`src/rtl/fpu_arb_pkg.sv`:
```
// Shared constants and payload types for the fpu_arbiter slice.
// Holds the FSM encodings, opcode values, packed-word field slices and watchdog defaults.
package fpu_arb_pkg;

    localparam int unsigned WORD_W = 23;
    localparam int unsigned S_BIT  = 22;
    localparam int unsigned E_HI   = 21;
    localparam int unsigned E_LO   = 15;
    localparam int unsigned M_HI   = 14;
    localparam int unsigned M_LO   = 0;

    localparam int unsigned DEF_TIMEOUT_CYCLES = 32;
    localparam int unsigned TMO_W              = 6;

    localparam logic OP_ADD = 1'b0;
    localparam logic OP_SUB = 1'b1;

    localparam logic [2:0] ST_IDLE      = 3'd0;
    localparam logic [2:0] ST_ISSUE     = 3'd1;
    localparam logic [2:0] ST_WAIT_BUSY = 3'd2;
    localparam logic [2:0] ST_WAIT_DONE = 3'd3;
    localparam logic [2:0] ST_RESP      = 3'd4;

    typedef struct packed {
        logic              op;
        logic [WORD_W-1:0] a;
        logic [WORD_W-1:0] b;
    } arb_cmd_t;

endpackage

```
`src/rtl/fpu_rr_pick.sv`:
```
// Two-way combinational round-robin picker: the pointed requester wins if valid,
// otherwise the other requester wins if valid.
module fpu_rr_pick (
    input  logic [1:0] valid,
    input  logic       ptr,
    output logic [1:0] grant_c,
    output logic       win_id_c
);

    always_comb begin
        grant_c  = 2'b00;
        win_id_c = ptr;
        if (valid[ptr]) begin
            grant_c[ptr] = 1'b1;
            win_id_c     = ptr;
        end else if (valid[~ptr]) begin
            grant_c[~ptr] = 1'b1;
            win_id_c      = ~ptr;
        end
    end

endmodule

```
`src/rtl/fpu_arbiter.sv`:
```
// Round-robin arbiter/sequencer in front of the shared fpu add/sub unit.
// Optional watchdog enabled by defining FPU_ARB_TIMEOUT_EN.
module fpu_arbiter
    import fpu_arb_pkg::*;
#(
    parameter int unsigned TIMEOUT_CYCLES = DEF_TIMEOUT_CYCLES
) (
    input  logic                 clk,
    input  logic                 reset,
    input  logic                 req0_valid,
    output logic                 req0_ready,
    input  logic                 req0_op,
    input  logic [WORD_W-1:0]    req0_a,
    input  logic [WORD_W-1:0]    req0_b,
    input  logic                 req1_valid,
    output logic                 req1_ready,
    input  logic                 req1_op,
    input  logic [WORD_W-1:0]    req1_a,
    input  logic [WORD_W-1:0]    req1_b,
    output logic                 fpu_add,
    output logic                 fpu_sub,
    output logic                 fpu_reg1_s,
    output logic [E_HI-E_LO:0]   fpu_reg1_e,
    output logic [M_HI-M_LO:0]   fpu_reg1_m,
    output logic                 fpu_reg2_s,
    output logic [E_HI-E_LO:0]   fpu_reg2_e,
    output logic [M_HI-M_LO:0]   fpu_reg2_m,
    input  logic                 fpu_res_s,
    input  logic [E_HI-E_LO:0]   fpu_res_e,
    input  logic [M_HI-M_LO:0]   fpu_res_m,
    input  logic                 fpu_idle,
    output logic                 rsp_valid,
    output logic                 rsp_id,
    output logic [WORD_W-1:0]    rsp_data,
    output logic                 rsp_err,
    output logic                 err_flag
);

    logic [2:0]        state_q;
    logic [2:0]        state_d;
    logic              ptr_q;
    logic              id_q;
    logic [WORD_W-1:0] a_q;
    logic [WORD_W-1:0] b_q;
    logic [1:0]        grant_c;
    logic              win_id_c;
    logic              accept_c;
    logic              tmo_c;
    arb_cmd_t          win_cmd_c;

    fpu_rr_pick u_pick (
        .valid    ({req1_valid, req0_valid}),
        .ptr      (ptr_q),
        .grant_c  (grant_c),
        .win_id_c (win_id_c)
    );

    // Arbitrate only while the FPU reports idle and we are not already busy.
    assign accept_c   = (state_q == ST_IDLE) && fpu_idle && (grant_c != 2'b00);
    assign req0_ready = accept_c && grant_c[0];
    assign req1_ready = accept_c && grant_c[1];

    always_comb begin
        win_cmd_c = '0;
        if (win_id_c) begin
            win_cmd_c.op = req1_op;
            win_cmd_c.a  = req1_a;
            win_cmd_c.b  = req1_b;
        end else begin
            win_cmd_c.op = req0_op;
            win_cmd_c.a  = req0_a;
            win_cmd_c.b  = req0_b;
        end
    end

`ifdef FPU_ARB_TIMEOUT_EN
    logic [TMO_W-1:0] tmo_cnt_q;

    // Watchdog counts every cycle spent waiting on the FPU.
    always_ff @(posedge clk) begin
        if (reset) begin
            tmo_cnt_q <= '0;
        end else if (state_q == ST_ISSUE) begin
            tmo_cnt_q <= '0;
        end else if ((state_q == ST_WAIT_BUSY) || (state_q == ST_WAIT_DONE)) begin
            tmo_cnt_q <= tmo_cnt_q + TMO_W'(1);
        end
    end

    assign tmo_c = ((state_q == ST_WAIT_BUSY) || (state_q == ST_WAIT_DONE)) &&
                   (tmo_cnt_q == TMO_W'(TIMEOUT_CYCLES - 1));
`else
    logic [TMO_W-1:0] unused_tmo;
    assign unused_tmo = TMO_W'(TIMEOUT_CYCLES);
    assign tmo_c      = 1'b0;
`endif

    always_ff @(posedge clk) begin
        if (reset) begin
            state_q <= ST_IDLE;
        end else begin
            state_q <= state_d;
        end
    end

    // idle stays high briefly after the start pulse, so completion is only
    // recognised after it has first dropped.
    always_comb begin
        state_d = state_q;
        case (state_q)
            ST_IDLE:      if (accept_c) state_d = ST_ISSUE;
            ST_ISSUE:     state_d = ST_WAIT_BUSY;
            ST_WAIT_BUSY: begin
                if (tmo_c)          state_d = ST_RESP;
                else if (!fpu_idle) state_d = ST_WAIT_DONE;
            end
            ST_WAIT_DONE: begin
                if (tmo_c || fpu_idle) state_d = ST_RESP;
            end
            ST_RESP:      state_d = ST_IDLE;
            default:      state_d = ST_IDLE;
        endcase
    end

    always_ff @(posedge clk) begin
        if (reset) begin
            ptr_q     <= 1'b0;
            id_q      <= 1'b0;
            a_q       <= '0;
            b_q       <= '0;
            fpu_add   <= 1'b0;
            fpu_sub   <= 1'b0;
            rsp_valid <= 1'b0;
            rsp_id    <= 1'b0;
            rsp_data  <= '0;
            rsp_err   <= 1'b0;
            err_flag  <= 1'b0;
        end else begin
            fpu_add   <= accept_c && (win_cmd_c.op == OP_ADD);
            fpu_sub   <= accept_c && (win_cmd_c.op == OP_SUB);
            rsp_valid <= (state_d == ST_RESP);
            if (accept_c) begin
                ptr_q <= ~win_id_c;
                id_q  <= win_id_c;
                a_q   <= win_cmd_c.a;
                b_q   <= win_cmd_c.b;
            end
            if (state_d == ST_RESP) begin
                rsp_id   <= id_q;
                rsp_err  <= tmo_c;
                rsp_data <= tmo_c ? WORD_W'(0) : {fpu_res_s, fpu_res_e, fpu_res_m};
            end
            if (tmo_c) begin
                err_flag <= 1'b1;
            end
        end
    end

    assign fpu_reg1_s = a_q[S_BIT];
    assign fpu_reg1_e = a_q[E_HI:E_LO];
    assign fpu_reg1_m = a_q[M_HI:M_LO];
    assign fpu_reg2_s = b_q[S_BIT];
    assign fpu_reg2_e = b_q[E_HI:E_LO];
    assign fpu_reg2_m = b_q[M_HI:M_LO];

endmodule

```
`config.mk`:
```
export PLATFORM = sky130hd
export DESIGN_NAME = fpu_arbiter
export DESIGN_NICKNAME = d
export VERILOG_FILES = /design/src/rtl/fpu_arb_pkg.sv /design/src/rtl/fpu_rr_pick.sv /design/src/rtl/fpu_arbiter.sv
export SDC_FILE = /design/constraint.sdc
export NUM_CORES = 1
export LEC_CHECK = 0
export ABC_AREA = 1
export BUFFER_PORTS_ARGS = -buffer_cell sky130_fd_sc_hd__buf_2
export CAP_MARGIN = 25
export CORE_AREA = 5 5 97 99
export DETAILED_ROUTE_END_ITERATION = 10
export DIE_AREA = 0 0 102 104
export PLACE_DENSITY = 0.79
export SLEW_MARGIN = 25
export SYNTH_ARGS = -nofsm -noshare
export SYNTH_HDL_FRONTEND = slang
export SYNTH_SLANG_ARGS = --single-unit
```
`constraint.sdc`:
```
create_clock -name clk -period 1.95 [get_ports clk]
set_clock_uncertainty 0.1 [all_clocks]
set_input_delay 0.39 -clock clk [delete_from_list [all_inputs] [get_ports clk]]
set_output_delay 0.39 -clock clk [all_outputs]
set_load 0.005 [all_outputs]
```
# == Word-level counts from Yosys, hierarchy flattened ==
# Index checks and enable logic that the tools add are counted.
# op_classes
n_lt_le_gt_ge,4
n_eq_ne,4
n_mux,17
bitwise_logic,3
n_reduce_logical,10
# op_table
cell,count
$mux W47,1
$pmux W3 S4,1
$mux W3,3
$logic_and A1 B1 Y1,8
$mux W1,8
$eq A3 B2 Y1 const B,2
$lt A1 B2 Y1 const B,2
$mux W2,2
$eq A3 B1 Y1 const B,1
$eq A3 B3 Y1 const B,1
$logic_not A3 Y1,1
$not A1 Y1,3
$demux W1 S1,2
$ge A1 B1 Y1 const B,2
$reduce_bool A2 Y1,1
# word_totals
ff_bits,78
inputBits,122
output_inout_bits,77
word_cells,48

# == Depth between registers and ports, before layout ==
# Gate-level depths: netlist of run 1.
# logic_depth
word_depth,12
mapped_depth,12
mapped_depth_nobuf,11

# == Hierarchy ==
# From an unflattened synthesis of run 1, not the netlist that was laid out.
# hier_totals
cells_unflattened,517
hier_area_um2,3607.2
# modules_own_cells
module,instances,cells_per_inst,area_each_um2
fpu_arbiter,1,502,3534.6
fpu_rr_pick,1,15,72.6

# == Worst setup path before layout of run 1 ==
# Ideal clock, no wire load.
# synth_timing
path_type,reg-to-reg
from,register ptr_q
to,register b_q[14]
setup_ps,68
arrival_time_ps,1444
setup_slack_ps,338
path_stages_with_launch,12
period_less_slack_ps,1612
cell_sequence,dfxtp_1 -> inv_2 -> nand2_1 -> nand2_1 -> ha_1 -> nand2_2 -> buf_6 -> buf_2 -> nand3_1 -> nand2_1 -> nand2_1 -> a21oi_2
# synth_between
elab_chain_cells,9
elab_cells_between_ends,22
cone_classes,order compare: 4; mux: 13; bitwise: 1; reduce/logical: 4
# synth_rtl
element,line_no,rtl
"start, declared",fpu_arbiter.sv:41,logic ptr_q;
"start signal, assigned",fpu_arbiter.sv:143,ptr_q <= ~win_id_c;
$not A1 Y1,"fpu_rr_pick.sv:17, fpu_rr_pick.sv:18",
$lt A1 B2 Y1 (implied by the code) / $ge A1 B1 Y1 (equally long branches),fpu_rr_pick.sv:17,grant_c[~ptr] = 1'b1;
$logic_and A1 B1 Y1 (implied by the code),fpu_rr_pick.sv:17,
$mux W1 (implied by the code),fpu_rr_pick.sv:17,
$demux W1 S1,-,
$mux W2,fpu_rr_pick.sv:16,end else if (valid[~ptr]) begin
$mux W2,fpu_rr_pick.sv:13,if (valid[ptr]) begin
$reduce_bool A2 Y1,fpu_arbiter.sv:59,assign accept_c = (state_q == ST_IDLE) && fpu_idle && (grant_c != 2'b00);
$logic_and A1 B1 Y1,fpu_arbiter.sv:59,
"end signal, assigned",fpu_arbiter.sv:146,b_q <= win_cmd_c.b;
"end, declared",fpu_arbiter.sv:44,logic [WORD_W-1:0] b_q;
# Several ways; a longest one is shown, not always the timed one. The select of a mux whose other input is x is not followed.
# A chain may end at the register's enable or synchronous reset.

# == Final worst setup path of run 1 ==
# layout_timing
from,register ptr_q
to,output port req0_ready
# layout_between
elab_chain_cells,10
elab_cells_between_ends,20
cone_classes,order compare: 4; mux: 10; bitwise: 1; reduce/logical: 5
# layout_rtl
element,line_no,rtl
$not A1 Y1,fpu_rr_pick.sv:17,
$lt A1 B2 Y1 (implied by the code) / $ge A1 B1 Y1 (equally long branches),fpu_rr_pick.sv:17,
$logic_and A1 B1 Y1 (implied by the code),fpu_rr_pick.sv:17,
$mux W1 (implied by the code),fpu_rr_pick.sv:17,
$demux W1 S1,-,
$mux W2,fpu_rr_pick.sv:16,
$mux W2 *,fpu_rr_pick.sv:13,
$reduce_bool A2 Y1,fpu_arbiter.sv:59,
$logic_and A1 B1 Y1,fpu_arbiter.sv:59,
$logic_and A1 B1 Y1 *,fpu_arbiter.sv:60,assign req0_ready = accept_c && grant_c[0];
"end, declared",fpu_arbiter.sv:11,"output logic req0_ready,"
# Mark *: on every way between the ends. The rest lies on a longest branch, timed or not. The select of a mux whose other input is x is not followed.

==> impl_results.md, run 1 <==
- Area leader, netlist: dfxtp_1
- Worst-Margin Slew: 0.650 ns
- Final setup fails: 0
- WP data required: 1.46 ns
- Wirelength per Cell: 13.4 um
- Register area share after synthesis: 42.0%
- Chip Width: 102 um
- Drt initial violations: 128
- Dpl ws: 0.0463 ns
- RSZ-0062 raised after global routing: true
- GRT Util Overall: 20.2%
- Post-synthesis xor/xnor area fraction: 0%
- Antenna violations before repair: 1
- Sequential power share: 43.0%
- CP delay by family, top: flip-flops
- Die H: 104 um
- Die area: 10600 um2
- Clock power frac: 25.7%
- Commonest non-fill, non-tap cell in the layout: buf_2
- Vias per cell: 4.97
- Cells after Synth: 521
- Share of cells above drive strength 1: 37.9%
- Via count: 4069
- CP bufs+invs: 4
- WL final: 11.0 mm
- Synth warnings: 0
- Vias in the first global route: 3907
- Sw Share: 34.5%
- Largest net degree at the start of global routing: 45
- Top post-synthesis cells by area: dfxtp_1 42%, nand2_1 15%, nand3_1 11%
- FF+latch count, synth: 78
- Power Density: 868 nW/um2
- Critical Path End Type: primary output
- Post-synthesis compound-gate area fraction: 10.1%
- Most frequent cells in the layout: 195 x buf_2, 149 x nand2_1, 82 x nand3_1
- Slew headroom: 56.6%
- CP Cell Sequence: inv_4, nand2_2, nand2_1, ha_2, inv_2, nand2_4, nand3_2, inv_2, buf_6
- Internal: 2.80 mW
- Area Growth Syn to Fin: 32.4%
- First-pass GRT wire length: 17.6 mm
- TritonCTS buffer count: 9
- Post-synth cell types: 21
- Area share of the largest cell type after synthesis: 42.0%
- Post-CTS Hold Buffers: 0
- Worst setup SP type: register
- Largest family of logic cells by synthesized area: simple AND/OR/NAND/NOR gates
- DP Wirelength: 8.26 mm
- Clk sinks: 78
- Final min period: 1.88 ns
- CTS H-Tree Depth: 3
- Max clock buf depth: 2
- Arrival @ worst endpoint: 1.39 ns
- CTS clk-pin slew, worst paths: 0.09 ns
- Combinational power share: 31.4%
- Max Clk Rate: 533 MHz
- Top-Level Pins: 199
- Post-route setup slack: 0.0742 ns
- Most used cell along the critical path: inv_2
- Critical path type: register to primary output
- Synthesized area: 3720 um2
- Final hold violations: 0
- Mux contribution to synthesized area: 0%
- Slowest-stage cell, CP: dfxtp_4
- Row cnt: 34
- CTS tree: yes
- Hold Path Class: input pin to register
- Worst Path Max Fanout: 5
- Worst-Skew Late Latency: 0.34 ns
- Peak supply drop: 0.601 mV
- Antenna-violating nets left: 0
- Layout Utilization: 58.1%
- Adder-cell share of the synthesized area: 0.337%
- Fin. max-slew vios: 0
- Global route total overflow: 0
- Power Total: 4.27 mW
- GPL Wtd Cong: 0.762
- Status: finished clean
- Port Buf Inserts: 196
- P_sw: 1.47 mW
- Final Cycle Share: 96.2%
- P_leak: 2.59 nW
- Initial Util: 43.9%
- CP peak stage delay: 0.37 ns
- DRC Markers: 0
- Core box area: 8470 um2
- Max Cap Viol: 0
- First-pass detailed-route iteration total: 4
- Final nets: 827
- Synthesized area per cell: 7.13 um2
- Root buffer cell: clkbuf_8
- Synth Area in Simple Gates: 37.7%
-- cell usage after synthesis --
master and count:
nand2_1 151, nand3_1 83, dfxtp_1 78, nor2_1 56, a21oi_1 45, o21ai_0 25, buf_6 14, clkbuf_1 13
nand3_2 11, buf_2 10, buf_4 6, inv_1 6, inv_2 5, nand2_2 5, a21oi_2 3, nand2_4 3
nor2_4 2, nor3_1 2, buf_12 1, conb_1 1, ha_1 1
-- cells by family (layout without fill, tap and decap cells) --
group,after synthesis,after routing
AOI/OAI and AO/OA,73,73
adders and majority gates,1,1
buffers and inverters,55,242
DFF,78,78
other,1,3
and+or+nand+nor,313,313
-- power groups by stage --
stage / logic, mW / clock network (mW) / registers, mW
2_1_floorplan: 0.894 / 0 / 1.88
3_3_place_gp: 1.29 / 0 / 1.86
3_5_place_dp: 1.33 / 0 / 1.87
4_1_cts: 1.33 / 1.14 / 1.84
5_1_grt: 1.52 / 1.21 / 1.86
6_report: 1.34 / 1.10 / 1.84
-- stage by stage --
step / setup TNS [ns] / hold slack, ns / cells / instance area, um2
floorplan: 0 / 0.355 / 522 / 3720
global route: -0.0152 / 0.132 / 818 / 4920
global placement: 0 / 0.360 / 798 / 4680
detailed placement: 0 / 0.365 / 798 / 4680
CTS: -0.0195 / 0.145 / 814 / 4860
finish: 0 / 0.163 / 818 / 4920
-- worst register-to-register path: stages, from the launching register on --
cell	delay, ns
dfxtp_4	0.39
inv_4	0.05
nand2_2	0.04
nand2_1	0.05
ha_2	0.17
inv_2	0.06
nand2_4	0.04
buf_4	0.13
nand2_4	0.08
buf_4	0.31
nand3_1	0.11
a21oi_1	0.17
-- what timing repair did --
action	CTS	global route
buffers inserted	0	3
gates resized for setup	2	11
pin swaps	0	4
setup endpoints to repair	2	2
-- layout make-up --
type | instances | area (um2)
multi-input cells | 389 | 1830
well taps | 108 | 135
inverters | 11 | 43.8
diodes | 1 | 2.50
clock buffers | 9 | 124
clock inverters | 7 | 56.3
fillers | 798 | 3540
flip-flops and latches | 78 | 1570
repair buffers | 215 | 1170
-- per-layer routing --
| metal | track usage [%] | part of all wire, % | vias to the layer above | wire, um |
|---|---|---|---|---|
| li1 | - | - | 2054 | - |
| met1 | 23.0 | 40 | 1848 | 4360 |
| met2 | 34.7 | 49 | 150 | 5360 |
| met3 | 6.84 | 9.6 | 17 | 1050 |
| met4 | 6.84 | 2.0 | 0 | 215 |
| met5 | 0 | 0 | - | 0 |
-- worst paths after layout --
| check | end | slack, ns | cells past startpoint | start |
|---|---|---|---|---|
| setup reg to reg | a_q[17] | 0.16 | 11 | ptr_q |
| hold reg to reg | b_q[21] | 0.37 | 2 | b_q[21] |
| hold / removal | rsp_data[9] | 0.16 | 3 | fpu_res_m[9] |
| setup / recovery | req0_ready | 0.07 | 9 | ptr_q |
-- registers in the layout, summed over array words and instances, names as in the netlist, 3 cells and up --
name,flops
a_q,23
b_q,23
rsp_data,23
state_q,3
No activity file was read; power rests on OpenSTA's default activity.
==> inputs of run 2 (changes only) <==
--- a/config.mk
+++ b/config.mk
@@ -5,13 +5,13 @@
 export SDC_FILE = /design/constraint.sdc
 export NUM_CORES = 1
 export LEC_CHECK = 0
-export ABC_AREA = 1
 export BUFFER_PORTS_ARGS = -buffer_cell sky130_fd_sc_hd__buf_2
 export CAP_MARGIN = 25
-export CORE_AREA = 5 5 97 99
+export CORE_AREA = 5 5 96 98
 export DETAILED_ROUTE_END_ITERATION = 10
-export DIE_AREA = 0 0 102 104
-export PLACE_DENSITY = 0.79
+export DIE_AREA = 0 0 101 103
+export MAX_ROUTING_LAYER = met4
+export PLACE_DENSITY = 0.78
 export SLEW_MARGIN = 25
 export SYNTH_ARGS = -nofsm -noshare
 export SYNTH_HDL_FRONTEND = slang
==> impl_results.md, run 2 <==
- Status: finished with violations
- Failing checks: negative setup slack
- Row cnt: 34
- Area Growth Syn to Fin: 48.9%
- Drt initial violations: 174
- Antenna violations before repair: 0
- Most used cell along the critical path: buf_4
- Synth Flop Type: dfxtp_1
- Post-CTS Hold Buffers: 0
- Global route total overflow: 0
- Dpl ws: -0.219 ns
- Synthesized area: 3540 um2
- Top post-synthesis cells by area: dfxtp_1 44%, nand2_1 10%, or3_1 8.1%
- Hold Path Class: input pin to register
- Finished Layout Cells: 728
- Register area share after synthesis: 44.2%
- Share of cells above drive strength 1: 52.1%
- Most frequent cell after synthesis: nand2_1
- WL met3: 540 um
- Worst-Skew Late Latency: 0.34 ns
- Post-route setup slack: -0.213 ns
- Commonest cells in the netlist: 95 x nand2_1, 78 x dfxtp_1, 51 x a21oi_1
- Slowest-stage cell, CP: dfxtp_4
- Wire length on met1: 4.77 mm
- Die H: 103 um
- Wirelength per Cell: 15.8 um
- Placed Cells: 700
- Fin. max-slew vios: 0
- Cells after Synth: 409
- Port Buf Inserts: 196
- Peak supply drop: 0.483 mV
- Most frequent cells in the layout: 196 x buf_2, 95 x nand2_1, 77 x dfxtp_1
- # diodes: 0
- WL final: 11.5 mm
- Critical path type: register to register
- First-pass GRT wire length: 16.9 mm
- Synth async-reset ratio: 0%
- Arrival @ worst endpoint: 2.28 ns
- Finished Cell Area: 5270 um2
- RSZ-0062 raised after global routing: true
- Synthesized area per cell: 8.65 um2
- Die area: 10400 um2
- Final hold violations: 0
- FF+latch count, synth: 78
- Synth warnings: 0
- GRT Util Overall: 20.7%
- Via count: 3742
- Top-Level Pins: 199
- Filler cells: 719
- Final Cycle Share: 111%
- CP Cell Sequence: mux2_4, ha_4, nor2b_4, buf_4, buf_4, or3_1, o211ai_1, a21oi_1
- Core box area: 8380 um2
- DRC Markers: 0
- Number of synthesized flops with an enable pin: 0
- Commonest non-fill, non-tap cell in the layout: buf_2
- Worst Path Max Fanout: 6
- Vias per cell: 5.14
- Area after DPL: 4760 um2
- CP delay by family, top: simple AND/OR/NAND/NOR gates
- First-pass detailed-route iteration total: 4
- Max Clk Rate: 462 MHz
- Clk sinks: 78
- DP Wirelength: 7.95 mm
- Power Density: 811 nW/um2
- Worst setup SP type: register
- P_leak: 2.33 nW
- Vias in the first global route: 3598
- Initial Util: 42.2%
- CP bufs+invs: 2
- Final nets: 738
- Area share of the largest cell type after synthesis: 44.2%
- Root buffer cell: clkbuf_8
- Antenna-violating nets left: 0
- Largest net degree at the start of global routing: 37
- GPL Wtd Cong: 0.853
- Critical Path End Type: register
- Post-synth cell types: 36
- Chip Width: 101 um
- CP peak stage delay: 0.37 ns
- Final min period: 2.16 ns
- Met2 WL: 6.01 mm
- Final setup fails: 50
- Area leader, netlist: dfxtp_1
- Max Cap Viol: 0
- WP data required: 2.07 ns
- TritonCTS buffer count: 9
- Top Layer Used: met4
- Top Registers: a_q: 23 flops, b_q: 23 flops, rsp_data: 23 flops
- CTS tree: yes
- CTS clk-pin slew, worst paths: 0.09 ns
- CTS H-Tree Depth: 3
- Max clock buf depth: 2
==> run 2: cell count changes in the layout (fill, tap and decap cells not counted), sizes merged, moves of 10 or more <==
| cell | previous run | this run |
|---|---|---|
| nand3 | 94 | 0 |
| nand2 | 159 | 95 |
| nor2 | 58 | 7 |
| o211ai | 0 | 46 |
| or3 | 0 | 46 |
| a21oi | 48 | 71 |
| o21ai | 25 | 2 |
| buf | 215 | 233 |
| inv | 14 | 4 |
==> run 2: area by class of cell <==
class	instances	area, um2	area share [%]
clock inverters	6	50.0	0.951
clock buffers	10	149	2.83
multi-input cells	290	1920	36.4
repair buffers	235	1450	27.5
flip-flops and latches	78	1570	29.7
well taps	108	135	2.57
inverters	1	3.75	0.0713
==> run 2: tightest hold or removal path: stages <==
cell and delay [ns]:
buf_2 0.10, nand2_1 0.04, a21oi_1 0.05
==> run 2: cell families after synthesis <==
logic type	after synthesis	synth area share, %
flip-flops	78	44.2
AO/OA/AOI/OAI	126	26.7
AND/OR/NAND/NOR	159	21.7
adder cells (fa/ha/maj)	1	0.354
buffers and inverters	42	6.37
other	1	0.106
multiplexers	2	0.602
==> run 2: final timing paths <==
path                      from          end  slack [ns]  depth (start not counted)
hold reg to reg        a_q[17]      a_q[17]        0.35                          2
setup reg to reg         ptr_q       b_q[0]       -0.21                          8
hold / removal    fpu_res_m[0]  rsp_data[0]        0.18                          3
setup / recovery         ptr_q       b_q[0]       -0.21                          8
==> run 2: timing repair <==
item                                    CTS  global route
gates resized for setup                  11            26
buffers inserted                          2             5
endpoints found under the setup margin   46            52
gates cloned                              2             3
pin swaps                                 6            13
==> run 2: routing by layer <==
layer  global-route usage (%)  vias to the layer above
met1                     25.8                     1765
li1                         -                     1847
met2                     34.6                      116
met5                        -                        -
met3                     3.11                       14
met4                     6.54                        0
==> run 2: where the power goes <==
part	switching, mW	internal [mW]
Sequential	0.0648	1.71
Clock	0.646	0.556
Combinational	0.624	0.666
Total	1.33	2.93
==> run 2: metrics by stage <==
| stage | power (mW) | setup TNS (ns) | hold WS [ns] | utilization [%] |
|---|---|---|---|---|
| finish | 4.27 | -7.08 | 0.175 | 62.8 |
| global route | 4.49 | -9.57 | 0.160 | 62.8 |
| CTS | 4.19 | -6.14 | 0.157 | 60.7 |
| detailed placement | 2.90 | -8.51 | 0.346 | 56.8 |
| global placement | 2.87 | -7.14 | 0.339 | 56.8 |
| floorplan | 2.47 | -2.86 | 0.332 | - |
==> inputs of run 3 (changes only) <==
--- a/config.mk
+++ b/config.mk
@@ -11,7 +11,7 @@
 export DETAILED_ROUTE_END_ITERATION = 10
 export DIE_AREA = 0 0 101 103
 export MAX_ROUTING_LAYER = met4
-export PLACE_DENSITY = 0.78
+export PLACE_DENSITY = 0.79
 export SLEW_MARGIN = 25
 export SYNTH_ARGS = -nofsm -noshare
 export SYNTH_HDL_FRONTEND = slang
==> impl_results.md, run 3 (same netlist as run 2, synthesis figures left out) <==
- Fin. max-slew vios: 0
- Area Growth Syn to Fin: 45.4%
- Final min period: 2.06 ns
- Max Clk Rate: 485 MHz
- Final hold violations: 0
- Slowest-stage cell, CP: dfxtp_4
- Area after DPL: 4760 um2
- Die area: 10400 um2
- Row cnt: 34
- Placed Cells: 696
- First-pass GRT wire length: 16.6 mm
- Failing checks: negative setup slack
- Top Registers: a_q: 23 flops, b_q: 23 flops, rsp_data: 23 flops
- CTS H-Tree Depth: 3
- Final setup fails: 48
- WP data required: 1.46 ns
- Peak supply drop: 0.390 mV
- DP Wirelength: 7.93 mm
- CTS tree: yes
- Worst setup SP type: register
- Combinational power share: 28.3%
- Final Cycle Share: 106%
- Internal: 2.98 mW
- Final nets: 731
- P_sw: 1.25 mW
- Initial Util: 42.2%
- WL final: 11.0 mm
- TritonCTS buffer count: 9
- CP peak stage delay: 0.35 ns
- First-pass detailed-route iteration total: 4
- P_leak: 2.30 nW
- CP Cell Sequence: mux2_4, ha_4, nor2_2, o22ai_1, and2_1, buf_2
- Commonest non-fill, non-tap cell in the layout: buf_2
- Antenna violations before repair: 0
- Clock power frac: 29.7%
- Wirelength per Cell: 15.2 um
- Share of cells above drive strength 1: 48.9%
- Status: finished with violations
- Sw Share: 29.6%
- Finished Layout Cells: 721
- Clk sinks: 78
- RSZ-0062 raised after global routing: true
- Root buffer cell: clkbuf_8
- Antenna-violating nets left: 0
- Sequential power share: 41.9%
- Port Buf Inserts: 196
- Critical path type: register to primary output
- Drt initial violations: 140
- Fin Hold WS: 0.174 ns
- Core box area: 8380 um2
- Die H: 103 um
- Worst-Skew Late Latency: 0.33 ns
- Max clock buf depth: 2
- Largest net degree at the start of global routing: 37
- Power Density: 823 nW/um2
- # diodes: 0
- Max Cap Viol: 0
- Most frequent cells in the layout: 196 x buf_2, 95 x nand2_1, 74 x dfxtp_1
- Arrival @ worst endpoint: 1.57 ns
- Finished Cell Area: 5140 um2
- DRC Markers: 0
- Worst Path Max Fanout: 3
- Vias in the first global route: 3532
- GRT Util Overall: 20.3%
- Hold Path Class: input pin to register
- GPL Wtd Cong: 0.865
- Via count: 3736
- Dpl ws: -0.230 ns
- Post-route setup slack: -0.113 ns
- Global route total overflow: 0
- CTS clk-pin slew, worst paths: 0.09 ns
- Critical Path End Type: primary output
- Vias per cell: 5.18
- Top-Level Pins: 199
- Chip Width: 101 um
## run 3: cell count changes in the layout (fill, tap and decap cells not counted), sizes merged
cell and change:
buf -7, inv -2, bufinv +1, clkbuf +1, clkinv +1, clkinvlp -1
## run 3: cell type report
cell class | count | area, um2
Fill cell | 749 | 3240
Multi-Input combinational cell | 290 | 1840
Sequential cell | 78 | 1570
Timing Repair Buffer | 228 | 1380
Clock buffer | 11 | 151
Tap cell | 108 | 135
Clock inverter | 5 | 56.3
Inverter | 1 | 3.75
## run 3: path summary, 6_finish.rpt
kind                 startpoint            to  slack, ns  cells past startpoint
setup reg to reg          ptr_q       a_q[13]      -0.07                      8
hold / removal    fpu_res_m[10]  rsp_data[10]       0.17                      3
hold reg to reg            id_q        rsp_id       0.35                      2
setup / recovery          ptr_q    req0_ready      -0.11                      6
## run 3: layer usage
| layer | vias up | share of wire, % | GRT usage (%) |
|---|---|---|---|
| met5 | - | 0 | - |
| met4 | 0 | 1.9 | 8.38 |
| met3 | 18 | 6.7 | 3.38 |
| met2 | 152 | 51 | 34.3 |
| met1 | 1736 | 40 | 24.2 |
| li1 | 1830 | - | - |
## run 3: worst max-delay path, delay by kind of cell (launching register included)
| family | cells | cell delay (ns) |
|---|---|---|
| buffers and inverters | 1 | 0.13 |
| adders and majority gates | 1 | 0.17 |
| DFF | 1 | 0.35 |
| muxes | 1 | 0.30 |
| and+or+nand+nor | 2 | 0.21 |
| AOI/OAI and AO/OA | 1 | 0.07 |
## run 3: timing repair
item | in CTS | in global routing
setup endpoints to repair | 50 | 52
gates resized for setup | 5 | 16
hold buffers | 0 | 0
gates cloned | 0 | 3
setup buffers | 1 | 5
pin swaps | 4 | 9
## run 3: stage by stage
stage | TNS, ns | utilization (%) | power [mW]
6_report | -1.65 | 61.3 | 4.23
5_1_grt | -6.06 | 61.3 | 4.47
4_1_cts | -3.28 | 59.5 | 4.17
3_5_place_dp | -8.89 | 56.7 | 2.89
3_3_place_gp | -7.84 | 56.7 | 2.86
2_1_floorplan | -2.86 | - | 2.47
## run 3: power by group through the flow
stage	clock, mW	combinational [mW]	sequential [mW]
2_1_floorplan	0	0.651	1.82
4_1_cts	1.30	1.10	1.78
6_report	1.26	1.20	1.78
3_5_place_dp	0	1.08	1.81
5_1_grt	1.36	1.31	1.79
3_3_place_gp	0	1.05	1.81
